===== src/rtl/uart_pkg.sv =====
// uart_pkg: shared frame constants, FSM state encoding and parity helper
// for the loopback UART transmitter (uart) and receiver (uart_rx).
package uart_pkg;

  localparam int DATA_BITS  = 8;
  localparam int FRAME_BITS = 11;  // start + 8 data + parity + stop

  typedef enum logic [2:0] {
    IDLE,
    START,
    DATA,
    PARITY,
    STOP
  } uart_state_e;

  // odd=0 gives even parity (XOR of data), odd=1 gives its inverse.
  function automatic logic calc_parity(input logic [DATA_BITS-1:0] data,
                                       input logic                 odd);
    return (^data) ^ odd;
  endfunction

endpackage


===== src/rtl/uart_rx.sv =====
// uart_rx: midpoint-sampling receiver with parity and stop-bit check.
// Ports:
//   clk, reset   system clock, async active-high reset
//   rx_line      serial input (idle high)
//   dout         last good byte; not cleared by reset, powers up at 0
//   ready        sticky: a parity-correct byte is on dout
//   parity_err   sticky: last frame failed parity or stop check
//
// state  | meaning
// IDLE   | waiting for the line to go low
// START  | counting to the start-bit midpoint, glitch re-check
// DATA   | sampling 8 data bits LSB first
// PARITY | sampling the parity bit
// STOP   | sampling the stop bit, then commit or flag error
module uart_rx
  import uart_pkg::*;
#(
  parameter int CLKS_PER_BIT = 16,
  parameter bit PARITY_ODD   = 1'b0
) (
  input  logic                 clk,
  input  logic                 reset,
  input  logic                 rx_line,
  output logic [DATA_BITS-1:0] dout,
  output logic                 ready,
  output logic                 parity_err
);

  localparam int CW = $clog2(CLKS_PER_BIT);
  typedef logic [CW-1:0] cnt_t;
  localparam cnt_t BIT_LAST  = cnt_t'(CLKS_PER_BIT - 1);
  localparam cnt_t HALF_LAST = cnt_t'(CLKS_PER_BIT / 2 - 1);

  uart_state_e          state_q, state_d;
  cnt_t                 cnt_q, cnt_d;
  logic [2:0]           idx_q, idx_d;
  logic [DATA_BITS-1:0] shift_q, shift_d;
  logic                 par_q, par_d;
  logic                 ready_q, ready_d;
  logic                 perr_q, perr_d;
  // dout survives reset, so it has its own reset-free register.
  logic [DATA_BITS-1:0] dout_q = '0;
  logic [DATA_BITS-1:0] dout_d;

  always_comb begin
    state_d = state_q;
    cnt_d   = cnt_q;
    idx_d   = idx_q;
    shift_d = shift_q;
    par_d   = par_q;
    ready_d = ready_q;
    perr_d  = perr_q;
    dout_d  = dout_q;
    if (state_q != IDLE && cnt_q != '0) begin
      cnt_d = cnt_q - 1'b1;
    end else begin
      case (state_q)
        IDLE: begin
          if (!rx_line) begin
            state_d = START;
            cnt_d   = HALF_LAST;
            ready_d = 1'b0;
            perr_d  = 1'b0;
          end
        end
        START: begin
          if (rx_line) begin
            state_d = IDLE;
          end else begin
            state_d = DATA;
            cnt_d   = BIT_LAST;
            idx_d   = 3'd0;
          end
        end
        DATA: begin
          shift_d = {rx_line, shift_q[DATA_BITS-1:1]};
          cnt_d   = BIT_LAST;
          if (idx_q == 3'd7) state_d = PARITY;
          else               idx_d   = idx_q + 3'd1;
        end
        PARITY: begin
          par_d   = rx_line;
          state_d = STOP;
          cnt_d   = BIT_LAST;
        end
        STOP: begin
          state_d = IDLE;
          if (rx_line && (par_q == calc_parity(shift_q, PARITY_ODD))) begin
            dout_d  = shift_q;
            ready_d = 1'b1;
          end else begin
            perr_d = 1'b1;
          end
        end
        default: state_d = IDLE;
      endcase
    end
  end

  always_ff @(posedge clk or posedge reset) begin
    if (reset) begin
      state_q <= IDLE;
      cnt_q   <= '0;
      idx_q   <= '0;
      shift_q <= '0;
      par_q   <= 1'b0;
      ready_q <= 1'b0;
      perr_q  <= 1'b0;
    end else begin
      state_q <= state_d;
      cnt_q   <= cnt_d;
      idx_q   <= idx_d;
      shift_q <= shift_d;
      par_q   <= par_d;
      ready_q <= ready_d;
      perr_q  <= perr_d;
    end
  end

  // Held during reset rather than merely left unreset, so a reset pulse
  // in the middle of a STOP sample can never commit a partial byte.
  always_ff @(posedge clk) begin
    if (!reset) dout_q <= dout_d;
  end

  assign dout       = dout_q;
  assign ready      = ready_q;
  assign parity_err = perr_q;

endmodule


===== src/rtl/uart.sv =====
// uart: parity UART transmitter looped back into uart_rx.
// Ports:
//   clk, reset   system clock, async active-high reset
//   din, wr_en   byte and one-cycle strobe that starts a frame when idle
//   tx_busy      high for exactly 11*CLKS_PER_BIT cycles per frame
//   ready, dout, parity_err   receiver results (see uart_rx)
//
// state  | meaning
// IDLE   | line high, waiting for wr_en
// START  | driving the start bit (0)
// DATA   | driving data bits 0..7
// PARITY | driving the parity bit
// STOP   | driving the stop bit (1); tx_busy drops as it ends
module uart
  import uart_pkg::*;
#(
  parameter int CLKS_PER_BIT = 16,
  parameter bit PARITY_ODD   = 1'b0
) (
  input  logic                 clk,
  input  logic                 reset,
  input  logic [DATA_BITS-1:0] din,
  input  logic                 wr_en,
  output logic                 tx_busy,
  output logic                 ready,
  output logic [DATA_BITS-1:0] dout,
  output logic                 parity_err
);

  localparam int CW = $clog2(CLKS_PER_BIT);
  typedef logic [CW-1:0] cnt_t;
  localparam cnt_t BIT_LAST = cnt_t'(CLKS_PER_BIT - 1);

  uart_state_e          tx_state_q, tx_state_d;
  cnt_t                 tx_cnt_q, tx_cnt_d;
  logic [2:0]           tx_idx_q, tx_idx_d;
  logic [DATA_BITS-1:0] tx_shift_q, tx_shift_d;
  logic                 tx_par_q, tx_par_d;
  logic                 tx_line_q, tx_line_d;
  logic                 tx_busy_q, tx_busy_d;
  logic                 rx_line;

  always_comb begin
    tx_state_d = tx_state_q;
    tx_cnt_d   = tx_cnt_q;
    tx_idx_d   = tx_idx_q;
    tx_shift_d = tx_shift_q;
    tx_par_d   = tx_par_q;
    tx_line_d  = tx_line_q;
    tx_busy_d  = tx_busy_q;
    if (tx_state_q != IDLE && tx_cnt_q != '0) begin
      tx_cnt_d = tx_cnt_q - 1'b1;
    end else begin
      case (tx_state_q)
        IDLE: begin
          if (wr_en) begin
            tx_shift_d = din;
            tx_par_d   = calc_parity(din, PARITY_ODD);
            tx_busy_d  = 1'b1;
            tx_line_d  = 1'b0;
            tx_cnt_d   = BIT_LAST;
            tx_state_d = START;
          end
        end
        START: begin
          tx_line_d  = tx_shift_q[0];
          tx_shift_d = {1'b0, tx_shift_q[DATA_BITS-1:1]};
          tx_idx_d   = 3'd0;
          tx_cnt_d   = BIT_LAST;
          tx_state_d = DATA;
        end
        DATA: begin
          tx_cnt_d = BIT_LAST;
          if (tx_idx_q == 3'd7) begin
            tx_line_d  = tx_par_q;
            tx_state_d = PARITY;
          end else begin
            tx_line_d  = tx_shift_q[0];
            tx_shift_d = {1'b0, tx_shift_q[DATA_BITS-1:1]};
            tx_idx_d   = tx_idx_q + 3'd1;
          end
        end
        PARITY: begin
          tx_line_d  = 1'b1;
          tx_cnt_d   = BIT_LAST;
          tx_state_d = STOP;
        end
        STOP: begin
          tx_busy_d  = 1'b0;
          tx_state_d = IDLE;
        end
        default: tx_state_d = IDLE;
      endcase
    end
  end

  always_ff @(posedge clk or posedge reset) begin
    if (reset) begin
      tx_state_q <= IDLE;
      tx_cnt_q   <= '0;
      tx_idx_q   <= '0;
      tx_shift_q <= '0;
      tx_par_q   <= 1'b0;
      tx_line_q  <= 1'b1;
      tx_busy_q  <= 1'b0;
    end else begin
      tx_state_q <= tx_state_d;
      tx_cnt_q   <= tx_cnt_d;
      tx_idx_q   <= tx_idx_d;
      tx_shift_q <= tx_shift_d;
      tx_par_q   <= tx_par_d;
      tx_line_q  <= tx_line_d;
      tx_busy_q  <= tx_busy_d;
    end
  end

  assign rx_line = tx_line_q;
  assign tx_busy = tx_busy_q;

  uart_rx #(
    .CLKS_PER_BIT(CLKS_PER_BIT),
    .PARITY_ODD  (PARITY_ODD)
  ) u_rx (
    .clk       (clk),
    .reset     (reset),
    .rx_line   (rx_line),
    .dout      (dout),
    .ready     (ready),
    .parity_err(parity_err)
  );

endmodule


===== config.mk =====
export PLATFORM = sky130hd
export DESIGN_NAME = uart
export DESIGN_NICKNAME = d
export VERILOG_FILES = /design/src/rtl/uart_pkg.sv /design/src/rtl/uart_rx.sv /design/src/rtl/uart.sv
export SDC_FILE = /design/constraint.sdc
export NUM_CORES = 1
export LEC_CHECK = 0
export BUFFER_PORTS_ARGS = -buffer_cell sky130_fd_sc_hd__buf_2
export CORE_MARGIN = 5
export CORE_UTILIZATION = 59
export DETAILED_ROUTE_END_ITERATION = 16
export GPL_ROUTABILITY_DRIVEN = 1
export GPL_TIMING_DRIVEN = 1
export PLACE_DENSITY_LB_ADDON = 0.08
export SLEW_MARGIN = 40
export SYNTH_ARGS = -nofsm -noshare
export SYNTH_HDL_FRONTEND = slang
export SYNTH_HIERARCHICAL = 1
export SYNTH_SLANG_ARGS = --single-unit

===== constraint.sdc =====
create_clock -name clk -period 3.7 [get_ports clk]
set_input_delay 0.925 -clock clk [delete_from_list [all_inputs] [get_ports clk]]
set_output_delay 0.925 -clock clk [all_outputs]
set_load 0.05 [all_outputs]

Word level (Yosys, flattened, before mapping)
Index checks and enable logic that the tools add are counted.
{ "totals": {"in_bits": 11, "reg_bits": 50, "memories": 0, "latch_bits": 0, "output_inout_bits": 11, "rom_bits": 0, "ramBits": 0, "wordCells": 113} }
{ "op_classes": {"n_bitwise": 3, "eq_ne": 23, "n_div": 0, "order_cmp": 0, "muxes": 32, "shifts": 0, "reduce_logical": 36, "n_mul": 0, "addsub": 4} }
{ "ops": {"columns": ["operator", "count"], "rows": [
  ["3-bit one-hot mux with 4 select lines", 2],
  ["8-bit one-hot mux with 3 select lines", 1],
  ["3-bit 2-to-1 mux", 7],
  ["3-bit AND reduction", 7],
  ["4-bit 2-to-1 mux", 5],
  ["4-bit AND reduction", 5],
  ["8-bit 2-to-1 mux", 2],
  ["4-bit nonzero test", 4],
  ["8-bit XOR reduction", 2],
  ["2-bit != test (second input constant)", 7],
  ["3-bit by 2-bit == test with 1-bit output (second input constant)", 4],
  ["3-bit == test (second input constant)", 4],
  ["3-bit one-hot mux with 2 select lines", 2],
  ["4-bit one-hot mux with 3 select lines", 1],
  ["3-bit nonzero test", 4],
  ["4-bit one-hot mux with 2 select lines", 1],
  ["2-bit nonzero test", 4],
  ["4-bit by 1-bit subtractor with 4-bit output (second input constant)", 2],
  ["3-bit by 1-bit adder with 3-bit output (second input constant)", 2],
  ["3-bit by 1-bit == test with 1-bit output (second input constant)", 2],
  ["3-bit zero test", 2],
  ["1-bit 2-to-1 mux", 6],
  ["3-bit by 2-bit != test with 1-bit output (second input constant)", 2],
  ["1-bit one-hot mux with 2 select lines", 3],
  ["other kinds (10)", 17]
]} }

Longest topological paths before layout
Gate-level depths: netlist of run 1.
{ "depth": {"depth_word": 5, "mapped_depth": 7, "ltp_nobuf": 6} }

Hierarchy
The synthesis of run 1 kept the hierarchy.
{ "by_module_without_submodules": {"columns": ["mod", "seq_area_each_um2", "area_each_um2", "cells_each", "instances"], "rows": [
  ["uart_rx", 765.7, 1378.8, 109, 1],
  ["uart", 526.8, 1276.2, 128, 1]
]} }

Worst setup path after synthesis of run 1
OpenSTA, ideal clock, no wires.
{ "synth_timing": {"path_type": "flip-flop to flip-flop", "startpoint": "register u_rx.shift_q[7]", "endpoint": "register u_rx.dout_q[0] (netlist: u_rx/dout[0]) (enable)", "setup_ps": 383, "synth_period_minus_slack_ps": 2130, "n_path_buf": 0, "stages_incl_launch_ff": 5, "path_slack_ps": 1570, "required_ps": 3317, "arrival_time_ps": 1746, "cell_sequence": "dfrtp_1 -> xor2_1 -> xnor3_1 -> xnor2_1 -> nor3_1"} }
{ "synth_via": {"elab_chain_len": 4} }
{ "synth_lines": {"columns": ["element", "line", "text"], "rows": [
  ["from (decl)", "uart_rx.sv:37", "logic [DATA_BITS-1:0] shift_q, shift_d;"],
  ["from (signal assigned)", "uart_rx.sv:113", "shift_q <= shift_d;"],
  ["8-bit XOR reduction", "uart_pkg.sv:19", "return (^data) ^ odd;"],
  ["1-bit == test", "uart_rx.sv:88", "if (rx_line && (par_q == calc_parity(shift_q, PARITY_ODD))) begin"],
  ["1-bit logical AND", "uart_rx.sv:88", null],
  ["4-bit AND reduction (no line)", null, null],
  ["to (signal assigned)", "uart_rx.sv:123", "if (!reset) dout_q <= dout_d;"],
  ["to (decl)", "uart_rx.sv:42", "logic [DATA_BITS-1:0] dout_q = '0;"]
]} }
No other way between the ends.
A chain may end at the register's enable or synchronous reset.

Worst setup path in the final report of run 1
{ "layout_timing": {"startpoint": "register tx_cnt_q[0]", "endpoint": "register tx_shift_q[1]"} }
{ "layout_via": {"elab_chain_len": 4} }
{ "layout_lines": {"columns": ["element", "line", "text"], "rows": [
  ["from (decl)", "uart.sv:35", "cnt_t tx_cnt_q, tx_cnt_d;"],
  ["from (signal assigned)", "uart.sv:108", "tx_cnt_q <= tx_cnt_d;"],
  ["4-bit nonzero test", "uart.sv:51", "if (tx_state_q != IDLE && tx_cnt_q != '0) begin"],
  ["1-bit logical AND", "uart.sv:51", null],
  ["1-bit NOT (no line)", null, null],
  ["4-bit AND reduction (no line)", null, null],
  ["to (signal assigned)", "uart.sv:110", "tx_shift_q <= tx_shift_d;"],
  ["to (decl)", "uart.sv:37", "logic [DATA_BITS-1:0] tx_shift_q, tx_shift_d;"]
]} }
No other way between the ends.

==> results.txt, run 1 <==
----------------------------------------------------
[Final layout]
  # nets final ... 271
  FILL cells ... 356
  Synthesis-to-finish area growth ... 8.01%
  Multi-input logic area ... around 1300 sq um
  Register Area ... approximately 1300 sq um
  Diodes inserted ... 0
  Most frequent standard cell in the layout excluding fill and tap cells ... dfrtp_1
  Commonest non-fill, non-tap cells in the layout ... dfrtp_1 (41), buf_2 (21), mux2_2 (20)
  Non-Filler Instances ... around 300
  Fraction of final layout cells with drive strength greater than 1 ... 0.271

[STA]
  Final critical-path share of the clock period ... 0.572
  Sum of negative setup slack ... 0 ns
  Worst rel slew slack ... 0.567
  Total count of hold-check failures in the final report ... 0
  Fmax ... 0.472 GHz
  Fin Clk Skew ... 0.0106 ns
  Slew of the pin with the lowest slew margin ... ~0.65 ns
  Setup-failing EPs final ... 0
  Unrepaired setup endpoints after global routing ... no
  Minimum clock period ... about 2.1 ns
  Number of pins with negative max-slew slack in the final report ... 0

[Logic synthesis]
  EDFF count, synth ... 8
  Synthesized area per cell ... 11.2 sq um
  Mapped Nets ... 254
  Seq cells post-synth ... 50
  Most common flop cell mapped by yosys ... dfrtp_1
  Share of async-settable or async-resettable flops after synthesis ... 0.840
  Yosys warns ... 6
  Proportion of synthesized chip area in sequential cells ... 0.487
  Synth unique cells ... 46
  Cell area after synthesis ... 2660 sq um
  Post-synthesis cell count ... roughly 240

[Die]
  CORE AREA ... between 4000 and 5000 sq um
  Cell Rows ... 24
  Vertical extent of the die ... between 70 and 80 um
  Boundary pin count ... 22
  Die footprint ... 5940 sq um
  Effective utilization at floorplan ... 0.610
  Horizontal die dimension ... 77.1 um

[Global routing]
  Global-route usage over all layers ... 0.160
  Congestion Overflow GR ... 0
  Initial antenna violation count ... 0
  Wire length of the first global-routing pass ... 7790 um
  Maximum number of pins on one net before global-route repair ... 22
  Via count of the first global-routing pass ... 1690

[Power and ir drop]
  Max VDD drop ... 0.356 mV
  Cell area power density ... 712 nW/um^2
  Standby leakage power ... approximately 1.3 nW

[Critical path]
  Reg2Reg Capture Point ... tx_shift_q[1]
  Start of the worst register-to-register path ... tx_cnt_q[0]
  Setup crit end kind ... flop
  Arrival time at the worst endpoint ... 2.31 ns
  Category of the worst setup path launch point ... flop
  Capture point of the critical path ... tx_shift_q[1]
  Worst setup path startpoint ... tx_cnt_q[0]
  Minimum setup slack among reg-to-reg paths ... between 1.5 and 2 ns
  Data required, critical path ... 3.89 ns
  R2R depth ... 6
  Critical Path Fanout Max ... 8
  Path type of the worst setup path ... reg2reg

[Clock network]
  Largest buffer count on any clock path ... 2
  Number of H-tree levels ... 2
  CTS tree ... yes
  Post-CTS Setup Inserts ... 0
  Clock latency on the worst-skew pair ... 0.31 ns
  CTS buffer count ... 5
  Clock-pin slew on the worst setup and hold paths ... approximately 0.1 ns
  Clock tree root driver cell ... clkbuf_8
  Count of instances resized after the clock tree is built ... 0
  Count of clock tree sinks ... 50
  Hold buffer count at cts ... 0

[Place]
  Placed cell count ... between 200 and 300
  Weighted congestion reported at the end of routability-driven placement ... 0.781
  Final HPWL from detailed placement ... between 3000 and 4000 um
  Input/output buffers ... 21

[Drt]
  Routed wire per std cell ... 14.4 um
  Final antenna-violating net count ... 0
  Overall routed net length ... between 4000 and 5000 um
  Avg Vias per Cell ... 5.69
  Post-route DRC violation count ... 0
  Number of iterations in the first detailed-routing pass ... 4
  Count of vias placed by the detailed router ... ~1.7k
  Initial detailed-routing violation count ... 116

[Run]
  Number of maximum-capacitance constraint violations ... 0

[Outcome]
  Status ... complete, no violations

[Hold path]
  Min-delay worst type ... reg2reg

----------------------------------------------------
through the flow:
stage | hold WS, ns | instance area, sq um | setup WS (ns) | utilization | power [mW]
after floorplan | 0.467 | 2660 | 1.57 | - | 1.58
final | 0.497 | 2870 | 1.58 | 0.659 | 2.04
after CTS | 0.508 | 2870 | 1.57 | 0.659 | 2.06
after global placement | 0.477 | 2770 | 1.65 | 0.636 | 1.70
after detailed placement | 0.488 | 2770 | 1.59 | 0.636 | 1.72
after global routing | 0.539 | 2870 | 1.42 | 0.659 | 2.21
kinds of logic (layout without fill, tap and decap cells):
kind of cell / count (synthesis) / in the layout / synth area share
simple gates: 64 / 64 / 0.129
flops: 50 / 50 / 0.487
compound gates: 48 / 48 / 0.119
mux: 31 / 31 / 0.141
buf+inv: 22 / 40 / 0.0377
xor+xnor: 16 / 16 / 0.0580
fa+ha+maj: 6 / 6 / 0.0283
cells in the mapped netlist (2+ instances only):
| library cell | count | area (sq um) |
|---|---|---|
| ha_1 | 6 | 75.1 |
| nand3_1 | 4 | 20.0 |
| o21a_1 | 2 | 15.0 |
| dfrtp_1 | 41 | 1030 |
| clkbuf_1 | 8 | 30.0 |
| o21ai_0 | 14 | 70.1 |
| nor2b_1 | 6 | 37.5 |
| or3b_1 | 2 | 17.5 |
| buf_6 | 2 | 22.5 |
| nor3_1 | 6 | 30.0 |
| mux2_2 | 20 | 225 |
| edfxtp_1 | 8 | 240 |
| o31ai_1 | 4 | 30.0 |
| inv_1 | 10 | 37.5 |
| a211oi_1 | 3 | 22.5 |
| a21oi_1 | 7 | 35.0 |
| mux2_4 | 8 | 120 |
| nand2b_1 | 7 | 43.8 |
| or2_2 | 2 | 12.5 |
| buf_2 | 2 | 10.0 |
| o21ai_1 | 2 | 10.0 |
| or3_1 | 4 | 25.0 |
| mux2i_1 | 3 | 30.0 |
| a31oi_1 | 4 | 25.0 |
| nor2_1 | 13 | 48.8 |
| nand2_1 | 15 | 56.3 |
| a221oi_1 | 2 | 17.5 |
| xnor2_1 | 14 | 123 |
registers in the layout, indices dropped and copies added (netlist names), 4 cells and up:
register      flops
tx_shift_q        8
u_rx/dout         8
u_rx/shift_q      8
tx_cnt_q          4
u_rx/cnt_q        4
where the power goes:
| part | internal (mW) | switching (mW) | leakage (nW) | total, mW |
|---|---|---|---|---|
| clock network | 0.142 | 0.197 | 0.0506 | 0.338 |
| logic | 0.428 | 0.341 | 0.632 | 0.769 |
| registers | 0.736 | 0.199 | 0.591 | 0.935 |
cell type report:
class	count	share of cell area
Multi-Input combinational cell	165	0.440
Inverter	10	0.0131
Tap cell	52	0.0227
Sequential cell	50	0.451
Timing Repair Buffer	22	0.0393
Clock buffer	5	0.0240
Clock inverter	3	0.0100
metal layers:
| metal | vias to the layer above | wire, um | track usage |
|---|---|---|---|
| li1 | 882 | - | - |
| met1 | 842 | 2160 | 0.220 |
| met4 | 0 | 55 | 0.0464 |
| met3 | 7 | 126 | 0.0375 |
| met2 | 17 | 2070 | 0.254 |
| met5 | - | 0 | 0 |
worst max-delay path, cell delays in order (launching register included):
cell,delay (ns)
dfrtp_1,0.41
inv_1,0.10
ha_1,0.19
nor3b_2,0.45
o21ai_2,0.14
a21oi_4,0.33
mux2_2,0.37
how the worst min path moves through the flow:
stage	start	end	cells after the start
after floorplan	u_rx/shift_q[0]	u_rx/dout[0]	0
after global placement	u_rx/shift_q[0]	u_rx/dout[0]	0
final	u_rx/shift_q[0]	u_rx/dout[0]	0
after CTS	u_rx/shift_q[0]	u_rx/dout[0]	0
after global routing	tx_shift_q[7]	tx_shift_q[7]	1
after detailed placement	u_rx/shift_q[0]	u_rx/dout[0]	0
Power figures use the tool's default switching activity.
==> run 2, diff against run 1 <==
Clock period 3.7 ns to 2.1 ns, I/O delays scaled along.
==> run 2 against run 1 <==
  * Wire length is 2.0% higher
  * Global-route usage grew 0.21 points
  * Clock skew down 0.0013 ns
  * Register-to-register slack got worse by 1.4 ns
  * Sequential share of layout area shrank 1.3 points
  * Setup slack worse by 1.4 ns
  * Fmax grew 9.6%
  * Sequential power increased by 72%
  * Flip-flop and latch count stayed put
  * Power increased by 84%
  * Cell count rose by 2.9%
  * Critical path type unchanged
==> results.txt, run 2 (synthesis gave the netlist of run 1 again) <==
----------------------------------------------------
[Critical path]
  Start of the worst register-to-register path ... tx_idx_q[0] (was tx_cnt_q[0])
  Critical Path Fanout Max ... 8 (unchanged)
  Data required, critical path ... 2.29 ns (was 3.89 ns)
  Path type of the worst setup path ... reg2reg (unchanged)
  Minimum setup slack among reg-to-reg paths ... 0.17 ns (was 1.58 ns)
  R2R depth ... 6 (unchanged)
  Category of the worst setup path launch point ... flop (unchanged)
  Setup crit end kind ... flop (unchanged)
  Arrival time at the worst endpoint ... 2.12 ns (was 2.31 ns)
  Reg2Reg Capture Point ... tx_shift_q[2] (was tx_shift_q[1])

[Global routing]
  Wire length of the first global-routing pass ... 7980 um (was 7790 um)
  Congestion Overflow GR ... 0 (unchanged)
  Initial antenna violation count ... 0 (unchanged)
  Via count of the first global-routing pass ... 1769 (was 1690)
  Maximum number of pins on one net before global-route repair ... 22 (unchanged)
  Global-route usage over all layers ... 0.162 (was 0.160)

[Clock network]
  Number of H-tree levels ... 2 (unchanged)
  CTS buffer count ... 5 (unchanged)
  CTS tree ... yes (unchanged)
  Clock tree root driver cell ... clkbuf_8 (unchanged)
  Clock latency on the worst-skew pair ... 0.30 ns (was 0.31 ns)
  Post-CTS Setup Inserts ... 0 (unchanged)
  Hold buffer count at cts ... 0 (unchanged)
  Count of instances resized after the clock tree is built ... 0 (unchanged)
  Clock-pin slew on the worst setup and hold paths ... 0.09 ns (was 0.10 ns)
  Largest buffer count on any clock path ... 2 (unchanged)
  Count of clock tree sinks ... 50 (unchanged)

[STA]
  Total count of hold-check failures in the final report ... 0 (unchanged)
  Number of pins with negative max-slew slack in the final report ... 0 (unchanged)
  Slew of the pin with the lowest slew margin ... 0.462 ns (was 0.649 ns)
  Fmax ... 0.518 GHz (was 0.472 GHz)
  Hold Worst Slack ... 0.278 ns (was 0.497 ns)
  Sum of negative setup slack ... 0 ns (unchanged)
  Final critical-path share of the clock period ... 0.919 (was 0.572)
  Minimum clock period ... 1.93 ns (was 2.12 ns)
  Worst rel slew slack ... 0.692 (was 0.567)
  Fin Clk Skew ... 0.00927 ns (was 0.0106 ns)
  Unrepaired setup endpoints after global routing ... no (unchanged)
  Setup-failing EPs final ... 0 (unchanged)

[Die]
  Vertical extent of the die ... 77.1 um (unchanged)
  Effective utilization at floorplan ... 0.610 (unchanged)
  Die footprint ... 5940 sq um (unchanged)
  Horizontal die dimension ... 77.1 um (unchanged)
  Cell Rows ... 24 (unchanged)
  Boundary pin count ... 22 (unchanged)
  CORE AREA ... 4350 sq um (unchanged)

[Drt]
  Count of vias placed by the detailed router ... 1767 (was 1748)
  Avg Vias per Cell ... 5.59 (was 5.69)
  Number of iterations in the first detailed-routing pass ... 4 (unchanged)
  Post-route DRC violation count ... 0 (unchanged)
  Initial detailed-routing violation count ... 117 (was 116)
  Overall routed net length ... 4490 um (was 4410 um)
  Final antenna-violating net count ... 0 (unchanged)
  Routed wire per std cell ... 14.2 um (was 14.4 um)

[Final layout]
  Fraction of final layout cells with drive strength greater than 1 ... 0.288 (was 0.271)
  # nets final ... 280 (was 271)
  Commonest non-fill, non-tap cells in the layout ... dfrtp_1 (41), buf_2 (21), mux2_2 (20) (unchanged)
  Most frequent standard cell in the layout excluding fill and tap cells ... dfrtp_1 (unchanged)
  Diodes inserted ... 0 (unchanged)
  Synthesis-to-finish area growth ... 11.2% (was 8.01%)

[Outcome]
  Status ... complete, no violations (unchanged)

[Power and ir drop]
  Max VDD drop ... 0.673 mV (was 0.356 mV)
  Cell area power density ... 1270 nW/um^2 (was 712 nW/um^2)
  PnR Total Power ... 3.76 mW (was 2.04 mW)
  Standby leakage power ... 1.32 nW (was 1.27 nW)

[Run]
  Number of maximum-capacitance constraint violations ... 0 (unchanged)

[Hold path]
  Min-delay worst type ... in2async (was reg2reg)

[Place]
  Weighted congestion reported at the end of routability-driven placement ... 0.805 (was 0.781)
  Input/output buffers ... 21 (unchanged)
  Final HPWL from detailed placement ... 3250 um (was 3140 um)

----------------------------------------------------
-- run 2: worst max-delay path by stage --
| stage | from | end | slack, ns |
|---|---|---|---|
| 6_report | tx_idx_q[0] | tx_shift_q[2] | 0.17 |
| 4_1_cts | tx_idx_q[0] | tx_shift_q[2] | 0.16 |
| 5_1_grt | u_rx/cnt_q[0] | u_rx/dout[7] | 0.03 |
| 2_1_floorplan | u_rx/shift_q[7] | u_rx/dout[0] | 0.20 |
| 3_5_place_dp | tx_idx_q[0] | tx_shift_q[2] | 0.18 |
| 3_3_place_gp | tx_idx_q[0] | tx_shift_q[6] | 0.20 |
-- run 2: where the power goes --
| part | total (mW) | switching, mW | leakage (nW) | internal [mW] |
|---|---|---|---|---|
| logic | 1.49 | 0.669 | 0.680 | 0.817 |
| registers | 1.61 | 0.310 | 0.591 | 1.30 |
| clock network | 0.664 | 0.309 | 0.0514 | 0.355 |
-- run 2: critical path, cell delays in order, from the launching register on --
cell	delay, ns
dfrtp_1	0.41
ha_1	0.21
ha_1	0.19
nor3b_1	0.23
o21ai_2	0.10
a21oi_4	0.30
mux2_2	0.38
-- run 2: through the flow --
| stage | setup slack (ns) | utilization | instance area [sq um] | std cells |
|---|---|---|---|---|
| finish | 0.170 | 0.678 | 2950 | 316 |
| global route | 0.0316 | 0.678 | 2950 | 316 |
| global placement | 0.205 | 0.653 | 2840 | 308 |
| floorplan | 0.205 | - | 2660 | 237 |
| detailed placement | 0.175 | 0.653 | 2840 | 308 |
| CTS | 0.156 | 0.678 | 2950 | 316 |
-- run 2: final cells by class --
type                            count  area [sq um]
Multi-Input combinational cell    165          1270
Fill cell                         340          1400
Clock buffer                        6          72.6
Clock inverter                      2          37.5
Tap cell                           52          65.1
Timing Repair Buffer               31           180
Inverter                           10          37.5
Sequential cell                    50          1290
-- run 2: metal layers --
metal | global-route usage | wire (um) | part of all wire
met1 | 0.214 | 2170 | 0.48
met2 | 0.265 | 2100 | 0.47
met3 | 0.0304 | 166 | 0.037
met4 | 0.0619 | 50 | 0.011
met5 | 0 | 0 | 0
==> run 3, diff against run 2 <==
Settings changed: BUFFER_PORTS_ARGS -buffer_cell sky130_fd_sc_hd__buf_2 to -buffer_cell sky130_fd_sc_hd__buf_4.
==> run 3 against run 2 <==
  * Flip-flop and latch count unchanged
  * Critical endpoint is now tx_shift_q[4]
  * Global-route usage is 0.93 points higher
  * Critical path depth stayed put
  * Sequential power about the same
  * Wire length increased by 3.6%
  * Power increased by 3.1%
  * First-iteration DRC count fell by 26%
  * Setup slack improved by 0.023 ns
  * Die area stayed put
  * Clock skew is 0.0040 ns lower
  * Utilization up 1.9 points
==> results.txt, run 3 (synthesis gave the netlist of run 1 again) <==
----------------------------------------------------
[Outcome]
  Status ... complete, no violations (unchanged)

[Power and ir drop]
  Reported net switching power ... 1.28 mW (was 1.29 mW)
  Max VDD drop ... 0.694 mV (was 0.673 mV)
  Cell area power density ... 1280 nW/um^2 (was 1270 nW/um^2)
  Clock power frac ... 0.203 (was 0.177)
  Switching part of the total ... 0.331 (was 0.342)
  Sequential share of power ... 0.414 (was 0.428)
  Standby leakage power ... 1.35 nW (was 1.32 nW)
  Combinational power share ... 0.383 (was 0.395)
  Internal power summed over all cells ... 2.59 mW (was 2.47 mW)

[STA]
  Total count of hold-check failures in the final report ... 0 (unchanged)
  Fin Clk Skew ... 0.00524 ns (was 0.00927 ns)
  Sum of negative setup slack ... 0 ns (unchanged)
  Minimum clock period ... 1.91 ns (was 1.93 ns)
  Unrepaired setup endpoints after global routing ... no (unchanged)
  Worst rel slew slack ... 0.768 (was 0.692)
  Final critical-path setup slack ... 0.192 ns (was 0.170 ns)
  Slew of the pin with the lowest slew margin ... 0.349 ns (was 0.462 ns)
  Final critical-path share of the clock period ... 0.909 (was 0.919)
  Fmax ... 0.524 GHz (was 0.518 GHz)
  Number of pins with negative max-slew slack in the final report ... 0 (unchanged)
  Setup-failing EPs final ... 0 (unchanged)

[Clock network]
  Clock-pin slew on the worst setup and hold paths ... 0.09 ns (about the same)
  Number of H-tree levels ... 2 (unchanged)
  CTS buffer count ... 5 (unchanged)
  CTS tree ... yes (unchanged)
  Largest buffer count on any clock path ... 2 (unchanged)
  Clock latency on the worst-skew pair ... 0.30 ns (about the same)
  Post-CTS Setup Inserts ... 0 (unchanged)
  Clock tree root driver cell ... clkbuf_8 (unchanged)
  Count of clock tree sinks ... 50 (unchanged)

[Global routing]
  Wire length of the first global-routing pass ... 8380 um (was 7980 um)
  Initial antenna violation count ... 0 (unchanged)
  GR peak layer ... met2 (unchanged)
  M3 GR Usage ... 0.0410 (was 0.0304)
  Maximum number of pins on one net before global-route repair ... 22 (unchanged)
  Global-route usage over all layers ... 0.172 (was 0.162)
  Met1 demand-to-capacity share in global routing ... 0.231 (was 0.214)
  Global routing usage on met2 ... 0.277 (was 0.265)
  Congestion Overflow GR ... 0 (unchanged)
  Via count of the first global-routing pass ... 1859 (was 1769)

[Run]
  Number of maximum-capacitance constraint violations ... 0 (unchanged)

[Drt]
  Avg Vias per Cell ... 5.63 (was 5.59)
  Final antenna-violating net count ... 0 (unchanged)
  Number of iterations in the first detailed-routing pass ... 4 (unchanged)
  Routed wire per std cell ... 14.7 um (was 14.2 um)
  Post-route DRC violation count ... 0 (unchanged)
  Overall routed net length ... 4660 um (was 4490 um)
  Count of vias placed by the detailed router ... 1779 (was 1767)
  Initial detailed-routing violation count ... 87 (was 117)

[Final layout]
  Diodes inserted ... 0 (unchanged)
  Register Area ... 1290 sq um (unchanged)
  Commonest non-fill, non-tap cells in the layout ... dfrtp_1 (41), buf_4 (31), mux2_2 (20) (was dfrtp_1 (41), buf_2 (21), mux2_2 (20))
  Fraction of final layout cells with drive strength greater than 1 ... 0.292 (was 0.288)
  Most frequent standard cell in the layout excluding fill and tap cells ... dfrtp_1 (unchanged)
  # nets final ... 280 (unchanged)
  Multi-input logic area ... 1270 sq um (about the same)
  FILL cells ... 334 (was 340)
  Synthesis-to-finish area growth ... 14.3% (was 11.2%)

[Critical path]
  Arrival time at the worst endpoint ... 2.10 ns (was 2.12 ns)
  Category of the worst setup path launch point ... flop (unchanged)
  Data required, critical path ... 2.29 ns (about the same)
  Setup crit end kind ... flop (unchanged)
  Critical Path Fanout Max ... 8 (unchanged)
  Path type of the worst setup path ... reg2reg (unchanged)

[Place]
  Final HPWL from detailed placement ... 3340 um (was 3250 um)
  Setup WS pre-CTS ... 0.190 ns (was 0.175 ns)
  Weighted congestion reported at the end of routability-driven placement ... 0.785 (was 0.805)
  Input/output buffers ... 21 (unchanged)

[Die]
  Horizontal die dimension ... 77.1 um (unchanged)
  CORE AREA ... 4350 sq um (unchanged)
  Vertical extent of the die ... 77.1 um (unchanged)
  Boundary pin count ... 22 (unchanged)
  Die footprint ... 5940 sq um (unchanged)
  Effective utilization at floorplan ... 0.610 (unchanged)
  Cell Rows ... 24 (unchanged)

[Hold path]
  Min-delay worst type ... in2async (unchanged)

----------------------------------------------------
run 3: changes by cell type in the layout (fill, tap and decap cells not counted), sizes merged:
| cell | change |
|---|---|
| clkinvlp | -1 |
| clkbuf | -1 |
| clkinv | +1 |
| bufinv | +1 |
run 3: critical path: stages, from the launching register on:
cell and delay, ns:
dfrtp_1 0.41, ha_1 0.20, ha_1 0.18, nor3b_1 0.22, o21ai_2 0.10, a21oi_4 0.30, mux2_2 0.38
run 3: worst paths after layout:
check	slack, ns	start	depth (start not counted)	to
setup / recovery	0.19	tx_idx_q[0]	6	tx_shift_q[4]
hold / removal	0.27	reset	3	u_rx/shift_q[5]
setup reg to reg	0.19	tx_idx_q[0]	6	tx_shift_q[4]
hold reg to reg	0.51	u_rx/ready	1	u_rx/ready
max in group asynchronous	1.55	reset	3	rx_line
min in group clk	0.45	wr_en	2	tx_par_q
run 3: timing repair:
action	in CTS	in global routing
gates resized for setup	0	1
endpoints found under the setup margin	0	8
hold endpoints to repair	0	0
hold buffers	0	0
run 3: layer usage:
layer / routed length (um) / up-vias / share of wire
met1: 2190 / 850 / 0.47
met2: 2170 / 39 / 0.47
li1: - / 885 / -
met3: 238 / 5 / 0.051
met4: 58 / 0 / 0.012
met5: 0 / - / 0
run 3: stage by stage:
step / instances / power, mW / cell area [sq um] / util / hold slack [ns]
2_1_floorplan: 237 / 2.79 / 2660 / - / 0.467
3_3_place_gp: 308 / 3.06 / 2900 / 0.665 / 0.484
3_5_place_dp: 308 / 3.12 / 2900 / 0.665 / 0.491
4_1_cts: 316 / 3.92 / 3030 / 0.695 / 0.277
5_1_grt: 316 / 4.20 / 3030 / 0.697 / 0.296
6_report: 316 / 3.88 / 3030 / 0.697 / 0.271
run 3: cell type report:
cell class / count / share of cell area
Sequential cell: 50 / 0.426
Multi-Input combinational cell: 165 / 0.420
Timing Repair Buffer: 31 / 0.0767
Clock buffer: 5 / 0.0227
Tap cell: 52 / 0.0214
Clock inverter: 3 / 0.0210
Inverter: 10 / 0.0124
run 3: power by group through the flow:
stage	Combinational [mW]	Clock (mW)	Sequential [mW]
finish	1.48	0.789	1.60
global route	1.68	0.850	1.67
CTS	1.50	0.810	1.61
global placement	1.45	0	1.61
floorplan	1.29	0	1.50
detailed placement	1.50	0	1.62
